===== config.mk =====
export PLATFORM = sky130hd
export DESIGN_NAME = cell_selector
export DESIGN_NICKNAME = d
export VERILOG_FILES = /design/src/rtl/cell_selector.sv
export SDC_FILE = /design/constraint.sdc
export NUM_CORES = 1
export LEC_CHECK = 0
export BUFFER_PORTS_ARGS = -buffer_cell sky130_fd_sc_hd__buf_2
export CORE_MARGIN = 2
export CORE_UTILIZATION = 50
export CTS_BUF_LIST = sky130_fd_sc_hd__clkbuf_4
export DETAILED_ROUTE_END_ITERATION = 7
export PLACE_DENSITY_LB_ADDON = 0.08
export SLEW_MARGIN = 20
export SYNTH_ARGS = -nofsm -noshare
export SYNTH_HDL_FRONTEND = slang
export SYNTH_SLANG_ARGS = --single-unit
export TNS_END_PERCENT = 1

===== constraint.sdc =====
create_clock -name clk -period 10.7 [get_ports clk]
set_input_delay 0.535 -clock clk [delete_from_list [all_inputs] [get_ports clk]]
set_output_delay 0.535 -clock clk [all_outputs]
set_load 0.005 [all_outputs]

===== src/rtl/cell_selector.sv =====
`default_nettype none
// ============================================================================
// Module      : cell_selector
// Description : 3x3 board cursor driven by debounced push-buttons; issues a
//               fixed-length write strobe when placing on a free cell.
// Revision    : 1.0 - initial release
// ============================================================================
module cell_selector #(
    parameter int DEBOUNCE_CYCLES = 250000,
    parameter int PULSE_CYCLES    = 4,
    parameter int BLINK_CYCLES    = 12500000
) (
    input  logic       clk,
    input  logic       reset,
    input  logic       btn_up,
    input  logic       btn_down,
    input  logic       btn_left,
    input  logic       btn_right,
    input  logic       btn_place,
    input  logic [8:0] occupied,
    output logic [8:0] C,
    output logic       writeEn,
    output logic       place_reject,
    output logic       cursor_blink
);

    localparam int NBTN      = 5;
    localparam int BTN_PLACE = 0;
    localparam int BTN_UP    = 1;
    localparam int BTN_DOWN  = 2;
    localparam int BTN_LEFT  = 3;
    localparam int BTN_RIGHT = 4;
    localparam int DBW = (DEBOUNCE_CYCLES > 1) ? $clog2(DEBOUNCE_CYCLES + 1) : 1;
    localparam int PW  = (PULSE_CYCLES > 1) ? $clog2(PULSE_CYCLES) : 1;
    localparam int BW  = (BLINK_CYCLES > 1) ? $clog2(BLINK_CYCLES) : 1;

    typedef enum logic [1:0] {
        IDLE    = 2'd0,
        PULSE   = 2'd1,
        RELEASE = 2'd2
    } state_t;

    logic [NBTN-1:0] raw;
    logic [NBTN-1:0] sync1;
    logic [NBTN-1:0] sync2;
    logic [NBTN-1:0] level;
    logic [NBTN-1:0] level_d;
    logic [NBTN-1:0] armed;
    logic [NBTN-1:0] edges;
    logic [1:0]      sync_valid;

    assign raw = {btn_right, btn_left, btn_down, btn_up, btn_place};

    always_ff @(posedge clk) begin
        if (reset) begin
            sync1      <= '0;
            sync2      <= '0;
            sync_valid <= '0;
            level_d    <= '0;
            armed      <= '0;
            edges      <= '0;
        end else begin
            sync1      <= raw;
            sync2      <= sync1;
            sync_valid <= {sync_valid[0], 1'b1};
            level_d    <= level;
            // A button only arms once it has been seen released after reset,
            // so a button held through reset cannot fire.
            armed      <= armed | ({NBTN{sync_valid[1]}} & ~sync2 & ~level);
            edges      <= level & ~level_d & armed;
        end
    end

    generate
        for (genvar i = 0; i < NBTN; i++) begin : g_btn
            logic [DBW-1:0] cnt;
            always_ff @(posedge clk) begin
                if (reset) begin
                    cnt      <= '0;
                    level[i] <= 1'b0;
                end else if (sync2[i] != level[i]) begin
                    if (cnt == DBW'(DEBOUNCE_CYCLES - 1)) begin
                        cnt      <= '0;
                        level[i] <= sync2[i];
                    end else begin
                        cnt <= cnt + 1'b1;
                    end
                end else begin
                    cnt <= '0;
                end
            end
        end
    endgenerate

    state_t         state;
    state_t         state_n;
    logic [3:0]     idx;
    logic [3:0]     idx_n;
    logic [3:0]     row;
    logic [3:0]     col;
    logic [PW-1:0]  pcnt;
    logic [PW-1:0]  pcnt_n;
    logic           reject_n;
    logic           move;
    logic [BW-1:0]  bcnt;

    assign row = idx / 4'd3;
    assign col = idx % 4'd3;

    always_ff @(posedge clk) begin
        if (reset) begin
            state        <= IDLE;
            idx          <= 4'd4;
            pcnt         <= '0;
            place_reject <= 1'b0;
        end else begin
            state        <= state_n;
            idx          <= idx_n;
            pcnt         <= pcnt_n;
            place_reject <= reject_n;
        end
    end

    // Priority: place > up > down > left > right; lower ones are dropped.
    always_comb begin
        state_n  = state;
        idx_n    = idx;
        pcnt_n   = pcnt;
        reject_n = 1'b0;
        move     = 1'b0;
        case (state)
            IDLE: begin
                if (edges[BTN_PLACE]) begin
                    if (occupied[idx]) begin
                        reject_n = 1'b1;
                    end else begin
                        state_n = PULSE;
                        pcnt_n  = '0;
                    end
                end else if (edges[BTN_UP]) begin
                    idx_n = (row == 4'd0) ? idx + 4'd6 : idx - 4'd3;
                    move  = 1'b1;
                end else if (edges[BTN_DOWN]) begin
                    idx_n = (row == 4'd2) ? idx - 4'd6 : idx + 4'd3;
                    move  = 1'b1;
                end else if (edges[BTN_LEFT]) begin
                    idx_n = (col == 4'd0) ? idx + 4'd2 : idx - 4'd1;
                    move  = 1'b1;
                end else if (edges[BTN_RIGHT]) begin
                    idx_n = (col == 4'd2) ? idx - 4'd2 : idx + 4'd1;
                    move  = 1'b1;
                end
            end
            PULSE: begin
                if (pcnt == PW'(PULSE_CYCLES - 1)) begin
                    state_n = RELEASE;
                end else begin
                    pcnt_n = pcnt + 1'b1;
                end
            end
            RELEASE: begin
                if (!level[BTN_PLACE]) begin
                    state_n = IDLE;
                end
            end
            default: state_n = IDLE;
        endcase
    end

    assign writeEn = (state == PULSE);
    assign C       = 9'd1 << idx;

    always_ff @(posedge clk) begin
        if (reset || move) begin
            bcnt         <= '0;
            cursor_blink <= 1'b0;
        end else if (bcnt == BW'(BLINK_CYCLES - 1)) begin
            bcnt         <= '0;
            cursor_blink <= ~cursor_blink;
        end else begin
            bcnt <= bcnt + 1'b1;
        end
    end

endmodule
`default_nettype wire


==> key figures, run 1 <==
GRT
  – Total gr overflow: 0
  – Total track usage: 17.5%
  – Met1 usage: 23.4%
  – Number of global-route vias before repair: 4937
  – Global routing met2 resource utilization: 27.4%
  – Met3 Resource Use GR: 5.54%
  – Antenna violations before repair: 1
  – Largest net degree at the start of global routing: 42
  – First-pass GRT wire length: 21700 um
  – Most used routing layer: met2

Setup path
  – Reg-to-reg slack, setup: 5910 ps
  – Element type at the critical path end: register
  – FF-to-FF End: idx[3]
  – Slowest CP cell: dfxtp_1
  – Most used cell along the critical path: ha_1
  – Top fanout value on the critical path: 16
  – Critical path class: register to register
  – CP required: 11160 ps
  – CP Cell Sequence: inv_2, ha_1, o21a_1, nand2b_1, ha_1, inv_1, nor2_1, xnor2_1, ha_1, nand2b_1, o32a_1, or4_1, a32o_2, nor3b_2, a2bb2oi_2, a211o_1, a31oi_1
  – Startpoint Class: register
  – Reg2reg path depth: 17
  – Arrival time worst endpoint: 5250 ps
  – Slowest stage delay, CP: 730 ps
  – FF-to-FF Start: idx[1]

STA
  – Final setup fails: 0
  – Clock Skews: 16.8 ps
  – F_max: 209 MHz
  – Tcrit/Tclk final: 44.8%
  – Final hold viol count: 0
  – Worst Hold Slack: 214 ps
  – Actual slew at the worst max-slew pin: 772 ps
  – RSZ-0062 raised after global routing: false
  – Minimum clock period: 4790 ps
  – Total Neg Setup Slack: 0 ps
  – Max-slew violation count: 0
  – Max_slew headroom: 48.5%

Hold path
  – HP Class: primary input to register
  – Hold Startpoint: btn_left
  – Hold Path Depth: 2
  – Hold path endpoint: sync1[3]

Floorplanning
  – Site Rows: 43
  – Die Area: 15300 um^2
  – Ports: 28
  – Die X: 124 um
  – Initial core utilization: 51.5%
  – Core area: 13900 um^2
  – Die Y: 124 um

Finish
  – Util after Layout: 55.0%
  – Synth-to-Final Area Change: 6.78%
  – Number of fill cells in the layout: 1291
  – Fin nets: 883
  – Layout cell share with drive strength beyond 1: 8.29%

Route
  – Antenna Nets Post-Route: 0
  – Vias per Instance: 5.29
  – DR vias: 5481
  – WL/cell: 12.4 um
  – Pre-antenna DRT Iters: 4
  – DR iter-0 viols: 287
  – Drt total wl: 12800 um
  – Residual DRC: 0

CTS
  – Clock root buffer: clkbuf_4
  – Maximum buffer depth of the clock tree: 2
  – TritonCTS clock tree: yes
  – CTS clk-pin slew, worst paths: 120 ps
  – Worst-skew pair later-pin latency: 540 ps
  – Num CTS Buffers: 17
  – Hold_buf cts: 0
  – Clk sinks: 156
  – # resized after CTS: 0
  – Setup bufs post-CTS: 0
  – # H-tree levels: 4

Synth
  – Syn avg cell area: 8.73 um^2
  – Synth unique cells: 73
  – Top FF cell, synth: dfxtp_1
  – Post-synthesis mux area share: 2.30%
  – Post-synth EDFFs: 0
  – Yosys warning count: 0
  – XOR/XNOR Fraction of Synth Area: 12.8%
  – Adder-cell share of the synthesized area: 4.01%
  – Async SR Flop Fraction: 0%
  – Largest family of logic cells by synthesized area: simple AND/OR/NAND/NOR gates
  – Synth area leaders: dfxtp_1, nor2_1, xor2_1
  – Synth Area in Compound Gates: 5.84%
  – FF+latch count, synth: 156
  – Simple-gate share of the synthesized area: 28.6%
  – Post-synthesis sequential area ratio: 43.5%
  – Most frequent cell after synthesis: nor2_1
  – Yosys top cell area share: 43.5%
  – Post-synth net total: 861
  – Commonest cells post-synth: nor2_1, dfxtp_1, nand2_1, xor2_1, nand3_1
  – Netlist Area Pre-Place: 7180 um^2
  – Largest area contributor in the netlist: dfxtp_1
  – Post-Syn Instances: 822

Placed design
  – Routability cong.: 0.912
  – IO buf count: 27
  – Detailed Place HPWL: 9050 um

Job
  – Max_cap viols: 0

Pwr
  – Worst vdd ir: 0.106 mV
  – Pwr Density: 126 nW/um^2
  – P_leak: 0.00271 uW
  – Final Power: 962 uW

Run status
  – Status: finished clean
-- power breakdown --
group          internal (uW)  switching (uW)
logic                   12.6            16.7
registers                586            4.99
clock network            141             201
-- worst max path at each step --
stage	start	to	slack, ps	depth (start not counted)
floorplan	idx[1]	idx[3]	6770	18
global placement	idx[1]	idx[3]	6110	17
detailed placement	idx[1]	idx[3]	5970	17
CTS	idx[1]	idx[3]	5920	17
global route	idx[1]	idx[3]	5550	17
finish	idx[1]	idx[3]	5910	17
-- cells by family after synthesis --
kind of cell | after synthesis
AND/OR/NAND/NOR | 420
flip-flops | 156
adder cells (fa/ha/maj) | 23
multiplexers | 14
XOR/XNOR | 105
buffers and inverters | 43
AO/OA/AOI/OAI | 61
-- registers in the layout, indices dropped and copies added (netlist names) --
| signal | flops |
|---|---|
| state | 2 |
| idx | 4 |
| sync1 | 5 |
| g_btn.cnt | 90 |
| place_reject | 1 |
| cursor_blink | 1 |
| level_d | 5 |
| sync_valid | 2 |
| pcnt | 2 |
| sync2 | 5 |
| level | 5 |
| edges | 5 |
| bcnt | 24 |
| armed | 5 |
-- critical path, delay by kind of cell, from the launching register on --
| kind | cells | cell delay (ps) |
|---|---|---|
| AO/OA/AOI/OAI | 6 | 1280 |
| XOR/XNOR | 1 | 130 |
| adder cells (fa/ha/maj) | 3 | 870 |
| buffers and inverters | 2 | 370 |
| flip-flops | 1 | 730 |
| AND/OR/NAND/NOR | 5 | 1340 |
-- metal layers --
layer / up-vias / share of wire [%]
met2: 95 / 43
met1: 2552 / 51
met3: 11 / 5.0
met5: - / 0
li1: 2823 / -
met4: 0 / 0.96
-- metrics by stage --
step | area, um^2 | instances | worst slack, ps
global placement | 7400 | 1005 | 6110
detailed placement | 7400 | 1005 | 5970
finish | 7660 | 1037 | 5910
CTS | 7660 | 1036 | 5920
floorplan | 7180 | 822 | 6770
global route | 7660 | 1037 | 5550
-- cells in the final DEF (no fill, tap or decap), types with 3 or more instances in the layout --
master    synthesis  routed
nor4b_1           3       3
o21ai_0           8       8
xnor2_1          48      48
and3b_1           5       5
and3_1           22      22
nor2b_1          24      24
and2_1            3       3
and4_1            3       3
nand2_1          57      57
clkinv_1          0       4
ha_1             23      23
nor3_1           16      16
dfxtp_1         156     156
nand3b_1          5       5
inv_1            17      17
nor2_1          172     172
buf_2             1      27
or3_1            10      10
xor2_1           57      57
nor4_1           10      10
mux2i_1          12      12
clkbuf_4          0      19
nand3_1          56      56
a31oi_1           3       3
a21oi_1          20      20
nand4_1          14      14
-- final cells by class --
cell class / instances / area, um^2 / share of cell area (%)
Sequential cell: 156 / 3120 / 40.8
Antenna cell: 1 / 2.50 / 0.0327
Clock inverter: 12 / 123 / 1.60
Clock buffer: 19 / 143 / 1.86
Timing Repair Buffer: 27 / 135 / 1.76
Multi-Input combinational cell: 623 / 3840 / 50.1
Inverter: 19 / 71.3 / 0.931
Tap cell: 180 / 225 / 2.94
No activity file was read; power rests on OpenSTA's default activity.
==> run 2, diff against run 1 <==
- clock period: 10.7 -> 4.5 ns (I/O delays scaled with it)
==> run 2 against run 1 <==
Setup slack got worse by 5600 ps; critical path depth unchanged; die area unchanged; count of clock-buffer cells in the layout decreased by 2; critical endpoint unchanged; critical path type unchanged; total power increased to 2.5 times the previous value; worst hold slack got worse by 26 ps; first-iteration DRC count decreased by 18%; via count increased by 0.84%; non-clock buffer count increased by 9.
==> key figures, run 2 (same netlist as run 1, synthesis figures left out) <==
Route
  – Met1 Wirelength: 6380 um
  – DR iter-0 viols: 234
  – WL/cell: 12.6 um
  – Uppermost layer routed: met4
  – Met3 routed WL: 466 um
  – Vias per Instance: 5.28
  – Pre-antenna DRT Iters: 4
  – DR vias: 5527
  – Residual DRC: 0
  – Met2 WL post-DR: 6240 um
  – Drt total wl: 13200 um
  – Antenna Nets Post-Route: 0

STA
  – Worst Hold Slack: 188 ps
  – Actual slew at the worst max-slew pin: 770 ps
  – Max-slew violation count: 0
  – RSZ-0062 raised after global routing: false
  – Tcrit/Tclk final: 93.8%
  – Final worst slack: 279 ps
  – Max_slew headroom: 48.6%
  – Total Neg Setup Slack: 0 ps
  – Minimum clock period: 4220 ps
  – F_max: 237 MHz
  – Final hold viol count: 0
  – Clock Skews: 18.1 ps
  – Final setup fails: 0

CTS
  – # H-tree levels: 4
  – Maximum buffer depth of the clock tree: 2
  – Worst-skew pair later-pin latency: 540 ps
  – Clock root buffer: clkbuf_4
  – CTS clk-pin slew, worst paths: 130 ps
  – TritonCTS clock tree: yes
  – Clk sinks: 156
  – Num CTS Buffers: 17

Finish
  – Most common cell after layout, fill and taps aside: nor2_1
  – Biggest register: g_btn.cnt
  – Layout cell share with drive strength beyond 1: 9.35%
  – Number of fill cells in the layout: 1277
  – Sequential Area: 3120 um^2
  – Most frequent cells in the layout: nor2_1, dfxtp_1, nand2_1, xor2_1, nand3_1
  – Largest register FFs: 90
  – Fin nets: 892
  – Synth-to-Final Area Change: 8.98%
  – Multi-input combinational cell area: 3850 um^2
  – Post-route cell area: 7820 um^2
  – Leading registers by flop count: g_btn.cnt (90), bcnt (24)

Pwr
  – P_sw: 596 uW
  – Cell Int Power: 1840 uW
  – Pwr Density: 311 nW/um^2
  – Comb power frac: 3.2%
  – P_leak: 0.00278 uW
  – Clk pwr share: 39.1%
  – Sequential power share: 57.7%
  – Worst vdd ir: 0.217 mV
  – Switch share: 24.5%

Floorplanning
  – Initial core utilization: 51.5%
  – Core area: 13900 um^2
  – Site Rows: 43
  – Die Area: 15300 um^2
  – Die X: 124 um
  – Ports: 28
  – Die Y: 124 um

Hold path
  – HP Class: primary input to register

Setup path
  – Slowest CP cell: or4_1
  – CP Cell Sequence: buf_4, ha_1, o21a_1, nand2b_1, ha_1, inv_1, nor2_2, xnor2_1, ha_1, nand2b_1, o32a_1, or4_1, a32o_2, nor3b_4, a2bb2oi_2, a211o_1, a31oi_1
  – Most used cell along the critical path: ha_1
  – Critical path class: register to register
  – Element type at the critical path end: register
  – Arrival time worst endpoint: 4680 ps
  – Slowest stage delay, CP: 500 ps
  – CP required: 4960 ps
  – Top fanout value on the critical path: 10
  – Startpoint Class: register
  – Reg-to-reg slack, setup: 280 ps

GRT
  – Largest net degree at the start of global routing: 42
  – Total track usage: 18.1%
  – Antenna violations before repair: 1
  – Total gr overflow: 0
  – First-pass GRT wire length: 22400 um
  – Number of global-route vias before repair: 5125

Job
  – Max_cap viols: 0

Placed design
  – Detailed Place HPWL: 9270 um
  – Pre-CTS setup slack: 126 ps
  – Routability cong.: 0.907
  – IO buf count: 27
  – Post-DP Area: 7430 um^2

Run status
  – Status: finished clean
## run 2: power groups by stage
stage          combinational [uW]  clock, uW  sequential (uW)
2_1_floorplan                56.2          0             1430
3_3_place_gp                 73.1          0             1430
5_1_grt                      88.3       1050             1410
4_1_cts                      78.9        984             1400
3_5_place_dp                 75.6          0             1430
6_report                     78.2        951             1400
## run 2: repair_timing
item	in CTS	in global routing
hold buffers	5	0
resized for setup	0	3
endpoints found under the hold margin	5	0
setup buffers	0	0
setup endpoints to repair	0	3
## run 2: final timing paths
check                   start           end  cells after the start
setup / recovery       idx[1]        idx[3]                     17
hold / removal    occupied[8]  place_reject                      4
setup reg to reg       idx[1]        idx[3]                     17
hold reg to reg      sync1[3]      sync2[3]                      1
## run 2: layout make-up
cell class / instances / share of cell area, %
Timing Repair Buffer: 36 / 2.75
Clock buffer: 17 / 1.63
Sequential cell: 156 / 39.9
Multi-Input combinational cell: 623 / 49.2
Tap cell: 180 / 2.88
Inverter: 19 / 0.912
Antenna cell: 1 / 0.0320
Clock inverter: 15 / 2.62
## run 2: worst max-delay path, delay by kind of cell, from the launching register on
family | cells | cell delay [ps]
XOR/XNOR | 1 | 130
AND/OR/NAND/NOR | 5 | 1260
flip-flops | 1 | 360
buffers and inverters | 2 | 330
adder cells (fa/ha/maj) | 3 | 800
AO/OA/AOI/OAI | 6 | 1260
## run 2: metrics by stage
step	util (%)	instances	power, uW
2_1_floorplan	-	822	1490
3_3_place_gp	53.3	1009	1510
3_5_place_dp	53.3	1009	1510
4_1_cts	56.0	1046	2470
5_1_grt	56.1	1047	2540
6_report	56.1	1047	2430
## run 2: layer usage
layer	GRT usage [%]	vias up
met5	0	-
met4	5.54	0
met3	4.53	8
met2	30.6	65
met1	22.7	2615
li1	-	2839
==> run 3, diff against run 2 <==
--- a/config.mk
+++ b/config.mk
@@ -11,5 +11,5 @@
 export CTS_BUF_LIST = sky130_fd_sc_hd__clkbuf_4
 export DETAILED_ROUTE_END_ITERATION = 7
-export PLACE_DENSITY_LB_ADDON = 0.08
+export PLACE_DENSITY = 0.67
 export SLEW_MARGIN = 20
 export SYNTH_ARGS = -nofsm -noshare
==> constraint.sdc (replaced) <==
create_clock -name clk -period 4.5 [get_ports clk]
set_input_delay 0.225 -clock clk [delete_from_list [all_inputs] [get_ports clk]]
set_output_delay 0.225 -clock clk [all_outputs]
set_load 0.05 [all_outputs]
==> run 3 against run 2 <==
Clock skew is 1.7 ps lower; sequential cell count stayed put; routed wire length is 1.3% lower; first-iteration DRC count is 41% higher; combinational power is 5.0% higher; cell area is 1.0% lower; largest cell class unchanged; core utilization is 0.58 points lower; critical path depth stayed put; register-to-register slack worse by 50 ps; via count is 0.71% lower; die area stayed put; setup slack worse by 49 ps.
==> key figures, run 3 (same netlist as run 1, synthesis figures left out) <==
Setup path
  – Slowest stage delay, CP: 510 ps
  – FF-to-FF Start: idx[1]
  – Most used cell along the critical path: ha_1
  – Slowest CP cell: or4_1
  – Reg-to-reg slack, setup: 230 ps
  – Startpoint Class: register
  – Critical path buffers and inverters: 2
  – FF-to-FF End: idx[3]
  – Critical Path End: idx[3]
  – Critical path depth: 17
  – Arrival time worst endpoint: 4720 ps
  – Reg2reg path depth: 17
  – Critical path class: register to register
  – Element type at the critical path end: register
  – CP Cell Sequence: inv_2, ha_1, o21a_1, nand2b_1, ha_1, inv_1, nor2_1, xnor2_1, ha_1, nand2b_1, o32a_1, or4_1, a32o_2, nor3_4, mux2i_1, a211o_1, a31oi_1
  – Cell family with most CP delay: simple AND/OR/NAND/NOR gates
  – Top fanout value on the critical path: 10
  – CP required: 4950 ps
  – Critical path launch point: idx[1]

GRT
  – Met3 Resource Use GR: 4.67%
  – Largest net degree at the start of global routing: 42
  – Total track usage: 18.3%
  – Number of global-route vias before repair: 5207
  – First-pass GRT wire length: 22600 um
  – Antenna violations before repair: 1
  – Most used routing layer: met2
  – Total gr overflow: 0
  – Met1 usage: 23.5%
  – Global routing met2 resource utilization: 29.5%

STA
  – Minimum clock period: 4270 ps
  – Max-slew violation count: 0
  – Clock Skews: 16.5 ps
  – F_max: 234 MHz
  – RSZ-0062 raised after global routing: false
  – Final setup fails: 0
  – Tcrit/Tclk final: 94.9%
  – Actual slew at the worst max-slew pin: 812 ps
  – Final hold viol count: 0
  – Max_slew headroom: 45.4%
  – Total Neg Setup Slack: 0 ps

Route
  – Antenna Nets Post-Route: 0
  – Pre-antenna DRT Iters: 7
  – DR vias: 5488
  – DR iter-0 viols: 329
  – Vias per Instance: 5.25
  – Residual DRC: 0
  – WL/cell: 12.4 um
  – Drt total wl: 13000 um

Floorplanning
  – Ports: 28
  – Die Area: 15300 um^2
  – Die Y: 124 um
  – Die X: 124 um
  – Initial core utilization: 51.5%
  – Core area: 13900 um^2
  – Site Rows: 43

Finish
  – Largest register FFs: 90
  – Most common cell after layout, fill and taps aside: nor2_1
  – Biggest register: g_btn.cnt
  – Most frequent cells in the layout: nor2_1, dfxtp_1, nand2_1, xor2_1, nand3_1
  – Leading registers by flop count: g_btn.cnt (90), bcnt (24)
  – Layout cell share with drive strength beyond 1: 8.79%
  – Synth-to-Final Area Change: 7.85%
  – Fin nets: 891
  – Number of fill cells in the layout: 1265

CTS
  – Num CTS Buffers: 17
  – Clock root buffer: clkbuf_4
  – # H-tree levels: 4
  – CTS clk-pin slew, worst paths: 130 ps
  – Setup bufs post-CTS: 0
  – Worst-skew pair later-pin latency: 530 ps
  – TritonCTS clock tree: yes
  – Maximum buffer depth of the clock tree: 2
  – Clk sinks: 156

Placed design
  – Routability cong.: 0.910
  – Detailed Place HPWL: 9150 um
  – IO buf count: 27

Hold path
  – Hold Startpoint: occupied[8]
  – Hold Path Depth: 4
  – HP Class: primary input to register

Run status
  – Status: finished clean

Pwr
  – P_leak: 0.00274 uW
  – Final Power: 2270 uW
  – Pwr Density: 293 nW/um^2
  – Worst vdd ir: 0.230 mV

Job
  – Max_cap viols: 0
==> run 3: changes by cell type in the layout (fill, tap and decap cells not counted), sizes merged <==
cell      before  now
clkinvlp       2    1
buf           31   30
inv           25   23
clkbuf        17   19
bufinv         3    1
clkinv         4    7
==> run 3: worst min path at each step <==
stage,end
after detailed placement,sync2[1]
after floorplan,sync1[0]
after global placement,g_btn[4].cnt[0]
after CTS,place_reject
after global routing,place_reject
final,place_reject
==> run 3: power by group <==
part	internal, uW	switching (uW)
logic	34.1	48.0
registers	1390	8.07
clock network	291	495
total	1720	551
==> run 3: metal layers <==
metal / share of wire [%] / up-vias
li1: - / 2850
met1: 50 / 2537
met2: 46 / 88
met3: 3.9 / 13
met4: 0.99 / 0
met5: 0 / -
==> run 3: what timing repair did <==
action                     CTS  global route
setup endpoints to repair    0             3
hold buffers                 5             0
hold endpoints to repair     5             0
resized for setup            0             3
==> run 3: worst min-delay path, stage by stage <==
cell and delay, ps:
buf_2 100, nand4_1 80, o21ai_1 90, and4_1 190
==> run 3: layout make-up <==
type / instances / area (um^2) / share of cell area, %
multi-input combinational: 623 / 3850 / 49.7
sequential: 156 / 3130 / 40.4
tap: 180 / 225 / 2.91
timing repair buffer: 35 / 208 / 2.68
clock buffer: 19 / 143 / 1.84
clock inverter: 13 / 116 / 1.50
inverter: 19 / 71.3 / 0.921
antenna: 1 / 2.50 / 0.0323
==> run 3: through the flow <==
stage                     instances  util, %  worst slack [ps]  hold WS [ps]  area (um^2)
after detailed placement       1008     53.2               137           426         7420
final                          1046     55.5               231           193         7740
after global routing           1046     55.5              8.39           164         7740
after floorplan                 822        -               553           353         7180
after CTS                      1045     55.5              83.3           141         7730
after global placement         1008     53.2               302           423         7420
